==> src/rtl/muldiv_unit_if.sv <==
// muldiv_unit_if: request/response handshake bundle for the multiply/divide unit
// Ports: in_valid/in_ready/op/a/b request side; out_valid/out_ready/result response side.
interface muldiv_unit_if #(parameter int XLEN = 32);
  logic            in_valid;
  logic            in_ready;
  logic [2:0]      op;
  logic [XLEN-1:0] a;
  logic [XLEN-1:0] b;
  logic            out_valid;
  logic            out_ready;
  logic [XLEN-1:0] result;
  modport master (output in_valid, op, a, b, out_ready, input in_ready, out_valid, result);
  modport slave (input in_valid, op, a, b, out_ready, output in_ready, out_valid, result);
endinterface

==> src/rtl/muldiv_unit.sv <==
// muldiv_unit: iterative RV32M multiply/divide unit, UNROLL bits retired per CALC cycle
// Ports: clk, reset (sync, active-high), bus (slave: request in_valid/in_ready/op/a/b, response out_valid/out_ready/result).
module muldiv_unit #(
  parameter int XLEN   = 32,
  parameter int UNROLL = 1
) (
  input logic           clk,
  input logic           reset,
  muldiv_unit_if.slave  bus
);
  localparam int STEPS = XLEN / UNROLL;
  localparam int CW    = $clog2(STEPS);
  typedef enum logic [2:0] {IDLE, SETUP, CALC, FIX, DONE} state_t;
  state_t            state, state_d;
  logic [2:0]        op_q;
  logic [XLEN-1:0]   a_q, b_q, p_hi, p_lo, mc, res_q;
  logic [XLEN-1:0]   ma, mb, hi_c, lo_c, quo, rem, fix_res;
  logic [CW-1:0]     cnt;
  logic              neg, sa, sb, a_signed, b_signed, is_div, div0, ovf, ge;
  logic [XLEN:0]     s, r, d;
  logic [2*XLEN-1:0] prod;
  always_comb begin
    a_signed = ~(op_q[0] & (op_q[1] | op_q[2]));
    b_signed = a_signed & (op_q != 3'd2);
    sa       = a_signed & a_q[XLEN-1];
    sb       = b_signed & b_q[XLEN-1];
    ma       = sa ? -a_q : a_q;
    mb       = sb ? -b_q : b_q;
    is_div   = op_q[2];
    div0     = is_div & (b_q == '0);
    ovf      = is_div & ~op_q[0] & (a_q == {1'b1, {(XLEN-1){1'b0}}}) & (&b_q);
    prod     = neg ? -{p_hi, p_lo} : {p_hi, p_lo};
    quo      = neg ? -p_lo : p_lo;
    rem      = neg ? -p_hi : p_hi;
    fix_res  = (op_q == 3'd0) ? prod[XLEN-1:0] : !is_div ? prod[2*XLEN-1:XLEN] : op_q[1] ? rem : quo;
  end
  // Multiply: {p_hi,p_lo} is the shift-right accumulator with the multiplier in p_lo.
  // Divide: p_hi is the partial remainder, p_lo shifts the dividend out and the quotient in.
  always_comb begin
    hi_c = p_hi;
    lo_c = p_lo;
    s    = '0;
    r    = '0;
    d    = '0;
    ge   = 1'b0;
    for (int i = 0; i < UNROLL; i++) begin
      s    = {1'b0, hi_c} + {1'b0, mc & {XLEN{lo_c[0]}}};
      r    = {hi_c, lo_c[XLEN-1]};
      d    = r - {1'b0, mc};
      ge   = r >= {1'b0, mc};
      hi_c = is_div ? (ge ? d[XLEN-1:0] : r[XLEN-1:0]) : s[XLEN:1];
      lo_c = is_div ? {lo_c[XLEN-2:0], ge} : {s[0], lo_c[XLEN-1:1]};
    end
  end
  always_comb begin
    state_d = state;
    case (state)
      IDLE:    state_d = bus.in_valid ? SETUP : IDLE;
      SETUP:   state_d = (div0 | ovf) ? FIX : CALC;
      CALC:    state_d = (cnt == '0) ? FIX : CALC;
      FIX:     state_d = DONE;
      DONE:    state_d = bus.out_ready ? IDLE : DONE;
      default: state_d = IDLE;
    endcase
  end
  always_ff @(posedge clk) begin
    if (reset) begin
      state <= IDLE;
      op_q  <= '0;
      a_q   <= '0;
      b_q   <= '0;
      p_hi  <= '0;
      p_lo  <= '0;
      mc    <= '0;
      cnt   <= '0;
      neg   <= 1'b0;
      res_q <= '0;
    end else begin
      state <= state_d;
      if (state == IDLE && bus.in_valid) begin
        op_q <= bus.op;
        a_q  <= bus.a;
        b_q  <= bus.b;
      end
      // Special cases preload the final quotient/remainder and clear the sign so FIX passes them through.
      if (state == SETUP) begin
        cnt  <= CW'(STEPS - 1);
        p_hi <= div0 ? a_q : '0;
        p_lo <= div0 ? '1 : ovf ? a_q : is_div ? ma : mb;
        mc   <= is_div ? mb : ma;
        neg  <= ~(div0 | ovf) & ((is_div & op_q[1]) ? sa : sa ^ sb);
      end
      if (state == CALC) begin
        cnt  <= cnt - 1'b1;
        p_hi <= hi_c;
        p_lo <= lo_c;
      end
      if (state == FIX) res_q <= fix_res;
    end
  end
  assign bus.in_ready  = (state == IDLE);
  assign bus.out_valid = (state == DONE);
  assign bus.result    = res_q;
endmodule
==> src/flat_wrapper.sv <==
// flat-port wrapper written by rule: the top's interface ports become plain ports
module muldiv_unit_flat 
#(
  parameter int XLEN   = 32,
  parameter int UNROLL = 1
)
  (clk, reset, bus_in_valid, bus_op, bus_a, bus_b, bus_out_ready, bus_in_ready, bus_out_valid, bus_result);
  muldiv_unit_if #(.XLEN(XLEN)) bus_i ();
  input logic clk;
  input logic reset;
  input wire logic [$bits(bus_i.in_valid)-1:0] bus_in_valid;
  input wire logic [$bits(bus_i.op)-1:0] bus_op;
  input wire logic [$bits(bus_i.a)-1:0] bus_a;
  input wire logic [$bits(bus_i.b)-1:0] bus_b;
  input wire logic [$bits(bus_i.out_ready)-1:0] bus_out_ready;
  output wire logic [$bits(bus_i.in_ready)-1:0] bus_in_ready;
  output wire logic [$bits(bus_i.out_valid)-1:0] bus_out_valid;
  output wire logic [$bits(bus_i.result)-1:0] bus_result;
  assign bus_i.in_valid = bus_in_valid;
  assign bus_i.op = bus_op;
  assign bus_i.a = bus_a;
  assign bus_i.b = bus_b;
  assign bus_i.out_ready = bus_out_ready;
  assign bus_in_ready = bus_i.in_ready;
  assign bus_out_valid = bus_i.out_valid;
  assign bus_result = bus_i.result;
  muldiv_unit #(.XLEN(XLEN), .UNROLL(UNROLL)) u_core (.clk(clk), .reset(reset), .bus(bus_i));
endmodule
==> config.mk <==
export PLATFORM = sky130hd
export DESIGN_NAME = muldiv_unit_flat
export DESIGN_NICKNAME = d
export VERILOG_FILES = /design/src/rtl/muldiv_unit_if.sv /design/src/rtl/muldiv_unit.sv /design/src/flat_wrapper.sv
export SDC_FILE = /design/constraint.sdc
export NUM_CORES = 1
export LEC_CHECK = 0
export CORE_ASPECT_RATIO = 1.4
export CORE_UTILIZATION = 40
export CTS_BUF_LIST = sky130_fd_sc_hd__clkbuf_16
export CTS_CLUSTER_SIZE = 40
export DETAILED_ROUTE_END_ITERATION = 10
export MAX_ROUTING_LAYER = met4
export PLACE_DENSITY = 0.7
export SLEW_MARGIN = 5
export SYNTH_ARGS = -nofsm -noshare
export SYNTH_HDL_FRONTEND = slang
export SYNTH_SLANG_ARGS = --single-unit
export TNS_END_PERCENT = 10
==> constraint.sdc <==
create_clock -name clk -period 3.7 [get_ports clk]
set_clock_uncertainty 0.1 [all_clocks]
set_input_delay 1.11 -clock clk [delete_from_list [all_inputs] [get_ports clk]]
set_output_delay 1.11 -clock clk [all_outputs]
set_load 0.05 [all_outputs]
==> metrics.yaml, run 1 <==
synth_common_cells: "316 x nand2_1, 279 x a21oi_1, 228 x nor2_1, 204 x dfxtp_1, 134 x o21ai_0"
fp-row-count: 87
cp_slowest_cell: "o41ai_1"
syn_area_um2: 16240
wl_per_cell_um: 22.88
final_nets: 2514
grtUsageTotal_pct: 33.11
antenna_found_initial: 0
h-tree-depth: 1
slew_headroom_pct: 38.77
synth_fp_nets: 2410
cts_buffer_depth: 3
synth_largest_area_cell: "dfxtp_1"
start_kind: "flip-flop"
cts_buffers: 23
num_vias: 17850
total_power_mw: 8.462
critPathArrivalTime_ps: 3950
ctsHoldBuffers: 0
ys_seq_area_share_pct: 25.15
synth_top_cell_area_share_pct: 25.15
cp_cell_sequence: "inv_1, buf_4, nor2_1, ha_1, and4_1, nand2_1, or2_2, o221ai_2, or2_2, a31oi_1, buf_4, o41ai_1, xor2_1, a211o_1"
synthArstFlopShare_pct: 0
synth_area_per_cell_um2: 7.164
clkTransAtPathRegs_ps: 60
maxCapViolations: 0
synth_seq_cells: 204
n_fill_cell: 4080
drt_iter0_markers: 1600
synth-edff-count: 0
whs_ps: 355.3
required_ps: 4030
setup.worst_path.class: "flip-flop to flip-flop"
ir_drop_mv: 0.3599
power_density_nw_per_um2: 441.8
min-delay-start: "u_core.bus.result[5]"
multi_input_area_um2: 11340
drv_slew: 0
grt_pass1_wl_um: 100700
r2r-start: "u_core.p_lo[0]"
p_leak_nw: 7.491
period_share_pct: 97.74
cts.repair.resized: 0
die_y_um: 240.4
drive_gt1_share_pct: 9.045
clk_latency_ps: 550
synth_area_leaders: "dfxtp_1 25%, a21oi_1 8.6%, nand2_1 7.3%, ha_1 5.4%, nor2_1 5.3%"
grt_max_degree: 121
die_x_um: 172.3
place_congestion: 1.037
finalSetupViolCount: 0
clock.fmax_ghz: 0.2765
cpPeakStageDelay_ps: 400
ff_latch_area_um2: 4089
core_um2: 40170
start_util_pct: 40.43
finalHoldViolCount: 0
syn2layout_area_growth_pct: 17.95
dr.pass1.iters: 6
yosysUniqueCellTypes: 82
post_cts_buffers: 0
io_pins: 105
outcome: "finished clean"
dp_hpwl_um: 52040
numPortBuffers: 104
cts_sinks: 204
synth_most_common_cell: "nand2_1"
n_antenna_cell: 0
grt_pass1_vias: 17040
dieArea_um2: 41420
ant_nets: 0
hold_path.class: "flip-flop to flip-flop"
synth-main-ff-cell: "dfxtp_1"
netlist_instances: 2267
yosys_warnings: 0
vias_per_cell: 6.109
worstSetupStartpoint: "u_core.p_lo[0]"
worst_pin_slew_ps: 908.9
rsz0062_at_grt: "true"
grt_overflow: 0
routed_wl_um: 66860
clockRootBuffer: "clkbuf_16"
cts_tree: "built"
cp_max_fo: 16
cp-end-kind: "flip-flop"
period_minus_slack_ps: 3616
drc: 0
critical path, delay by kind of cell, from the launching register on:
kind                     cells  cell delay (ps)
AND/OR/NAND/NOR              5              880
buffers and inverters        3              620
adder cells (fa/ha/maj)      1              290
AO/OA/AOI/OAI                4             1120
flip-flops                   1              330
XOR/XNOR                     1              140
layout make-up:
cell class	count	share of cell area [%]
Multi-Input combinational cell	1837	59.20
Clock buffer	23	3.005
Clock inverter	19	0.6989
Tap cell	534	3.488
Sequential cell	204	21.35
Inverter	67	1.313
Timing Repair Buffer	238	10.95
placed cells by master (no fill, tap or decap), types with 31 or more instances in the layout:
cell	instances
xor2_1	67
o211ai_1	31
a211oi_1	50
nor2_1	227
clkdlybuf4s50_1	103
dfxtp_1	202
xnor2_1	94
buf_4	130
inv_1	69
nor3_1	51
o21ai_0	130
nand2_1	315
ha_1	70
a21oi_1	279
mux2i_1	54
flip-flops by register name, indices dropped and copies added (netlist names):
name and count:
u_core.p_lo 32, u_core.cnt 5, u_core.op_q 3, u_core.b_q 32, u_core.p_hi 32, u_core.a_q 32, u_core.bus.result 32, u_core.neg 1
u_core.state 3, u_core.mc 32
final timing paths:
check,to,slack (ps),depth (start not counted)
max reg2reg,u_core.p_hi[28],80,14
min,u_core.bus.result[5],360,2
min reg2reg,u_core.bus.result[5],360,2
max,u_core.p_hi[28],80,14
cells by family after synthesis:
logic type               share of synthesized area [%]
AO/OA/AOI/OAI                                    28.85
XOR/XNOR                                         8.683
adder cells (fa/ha/maj)                          5.639
buffers and inverters                            5.401
flip-flops                                       25.15
multiplexers                                     4.230
AND/OR/NAND/NOR                                  22.05
where the power goes:
group / total, mW / switching, mW / internal (mW) / leakage, nW
Sequential: 2.55 / 0.219 / 2.33 / 1.66
Clock: 2.21 / 1.00 / 1.21 / 0.357
Combinational: 3.70 / 2.29 / 1.40 / 5.47
per-layer routing:
metal	GRT usage [%]	vias to the layer above	wire length, um
met5	-	-	0
met4	23.87	0	5649
met3	3.276	232	4462
met2	53.26	791	31160
met1	38.27	8429	25580
li1	-	8399	-
stage by stage:
stage          setup slack (ps)  cells  util, %  TNS, ps  instance area, um^2
3_5_place_dp              26.20   2880    45.84        0                18410
5_1_grt                  -49.43   2922    47.69   -62.85                19160
2_1_floorplan             367.2   2267        -        0                16240
3_3_place_gp              28.73   2880    45.84        0                18410
4_1_cts                   6.275   2922    47.61        0                19120
6_report                  83.60   2922    47.69        0                19160
No activity file was read; power rests on OpenSTA's default activity.
==> inputs of run 2 (changes only) <==
CORE_UTILIZATION = 61   (was 40)
PLACE_DENSITY = 0.82   (was 0.7)
==> run 2 against run 1 <==
  * First-iteration DRC count increased by 44%
  * Cell count decreased by 7.9%
  * Highest routed layer unchanged
  * Design area down 2.3%
  * Total power shrank 1.2%
  * Fmax increased by 1.0%
  * Combinational power decreased by 2%
  * Critical path type unchanged
  * Setup slack better by 37 ps
  * Largest cell class unchanged
  * Sequential share of layout area up 0.51 points
  * Count of clock-buffer cells in the layout shrank 1
  * Utilization rose by 24 points
==> metrics.yaml, run 2 (synthesis results as in run 1) <==
period_share_pct: 96.74  # -1.0 points
utilization_pct: 71.68  # +24 points
setup_slack_ps: 120.6  # +36.99 ps
cp-end-kind: "flip-flop"
cts_buffers: 22  # -4.3%
wl_met1_um: 23310  # -8.9%
critPathArrivalTime_ps: 3920  # -30 ps
syn2layout_area_growth_pct: 15.20
dp_hpwl_um: 48110  # -7.6%
cp_cell_sequence: "inv_1, nor2_1, ha_1, a211oi_1, o21ai_1, o2111ai_1, o221ai_1, or2_2, a31oi_1, buf_4, o41ai_2, xor2_1, a211o_1"
whs_ps: 352.8  # -2.544 ps
place_inst: 2653  # -7.9%
clock.fmax_ghz: 0.2794  # +1.0%
post-place-ws_ps: 110.9  # +84.73 ps
dr.max_layer_used: "met4"
cp_max_fo: 6  # -10
core_um2: 26100  # -35%
finalHoldViolCount: 0  # unchanged
r2r_slack_ps: 120  # +40 ps
grt_overflow: 0  # unchanged
clockRootBuffer: "clkbuf_16"
die_x_um: 139.9  # -19%
worst_pin_slew_ps: 860.1  # -48.76 ps
stdcell_count: 2692  # -7.9%
r2r-end: "u_core.p_hi[28]"
wl_met3_um: 6748  # +51%
min-delay-start: "u_core.mc[4]"
drt_iter0_markers: 2301  # +44%
grt_pass1_vias: 17600  # +3.3%
fp-row-count: 70  # -20%
h-tree-depth: 1  # unchanged
wl_met2_um: 28550  # -8.4%
grt_max_degree: 76  # -37%
setup.worst_path.end: "u_core.p_hi[28]"
total_power_mw: 8.360  # -1.2%
cts_tree: "built"
grt_pass1_wl_um: 99120  # -1.5%
drv_slew: 0  # unchanged
maxCapViolations: 0  # unchanged
p_leak_nw: 7.379  # -1.5%
finalSetupViolCount: 0  # unchanged
numPortBuffers: 104  # unchanged
cp_num_buf_inv: 2  # -1
post_cts_buffers: 0  # unchanged
ant_nets: 0  # unchanged
final_nets: 2496  # -0.72%
num_vias: 18520  # +3.7%
setup.worst_path.class: "flip-flop to flip-flop"
drive_gt1_share_pct: 8.319  # -0.73 points
r2r-start: "u_core.p_lo[0]"
cp_slowest_cell: "o2111ai_1"
n_fill_cell: 2105  # -48%
cpPeakStageDelay_ps: 440  # +40 ps
die_y_um: 195.1  # -19%
n_antenna_cell: 0  # unchanged
ir_drop_mv: 0.4762  # +32%
io_pins: 105  # unchanged
start_kind: "flip-flop"
worstSetupStartpoint: "u_core.p_lo[0]"
antenna_found_initial: 0  # unchanged
rsz0062_at_grt: "true"
clkTransAtPathRegs_ps: 70  # about the same
wl_per_cell_um: 23.90  # +4.5%
cts_buffer_depth: 3  # unchanged
drc: 0  # unchanged
period_minus_slack_ps: 3579  # -36.99 ps
cts_sinks: 204  # unchanged
outcome: "finished clean"
routed_wl_um: 64350  # -3.8%
reg2reg_depth: 13  # -1
layout_common_cells: "315 x nand2_1, 279 x a21oi_1, 227 x nor2_1"
multi_input_area_um2: 11320  # -0.18%
required_ps: 4040  # about the same
dr.pass1.iters: 6  # unchanged
hold_path.class: "flip-flop to flip-flop"
cpLargestDelayFamily: "compound AO/OA/AOI/OAI gates"
vias_per_cell: 6.880  # +13%
slew_headroom_pct: 42.05  # +3.3 points
layout_commonest_cell: "nand2_1"
power_density_nw_per_um2: 446.9  # +1.2%
worst-path-stages: 13  # -1
grtUsageTotal_pct: 48.24  # +15 points
dieArea_um2: 27290  # -34%
start_util_pct: 62.22  # +22 points
place_congestion: 1.086  # +4.7%
clk_latency_ps: 550  # about the same
ff_latch_area_um2: 4089  # unchanged
run 2: worst min-delay path, delay by kind of cell (launching register included):
kind             cells  cell delay (ps)
flip-flops           1              310
AO/OA/AOI/OAI        1               50
AND/OR/NAND/NOR      1               50
run 2: final cells by class:
cell class                 instances  share of cell area (%)
multi-input combinational       1837                   60.50
tap                              324                   2.167
timing repair buffer             221                   10.47
clock buffer                      22                   2.943
inverter                          67                   1.344
clock inverter                    17                  0.7223
sequential                       204                   21.86
run 2: what timing repair did:
action	CTS	global route
hold buffers	0	0
endpoints found under the setup margin	0	4
resized for setup	0	5
run 2: stage by stage:
step	setup TNS [ps]	instance area, um^2
floorplan	0	16240
global placement	0	18010
detailed placement	0	18010
CTS	0	18700
global route	-8.422	18710
finish	0	18710
run 2: power breakdown:
group          total, mW  switching [mW]  internal [mW]
clock network       2.17            1.01           1.17
registers           2.55           0.216           2.33
logic               3.64            2.27           1.37
run 2: worst min-delay path by stage:
stage	endpoint	slack, ps	depth (start not counted)
after floorplan	u_core.mc[12]	330	2
after global placement	u_core.mc[11]	340	2
after detailed placement	u_core.mc[28]	350	2
after CTS	u_core.mc[12]	350	2
after global routing	u_core.mc[19]	380	2
final	u_core.mc[4]	350	2
run 2: routing by layer:
layer  track usage, %  up-vias
met1            55.64     8591
met4            37.93        0
met2            73.80     1232
met5                -        -
met3            8.803      345
li1                 -     8352
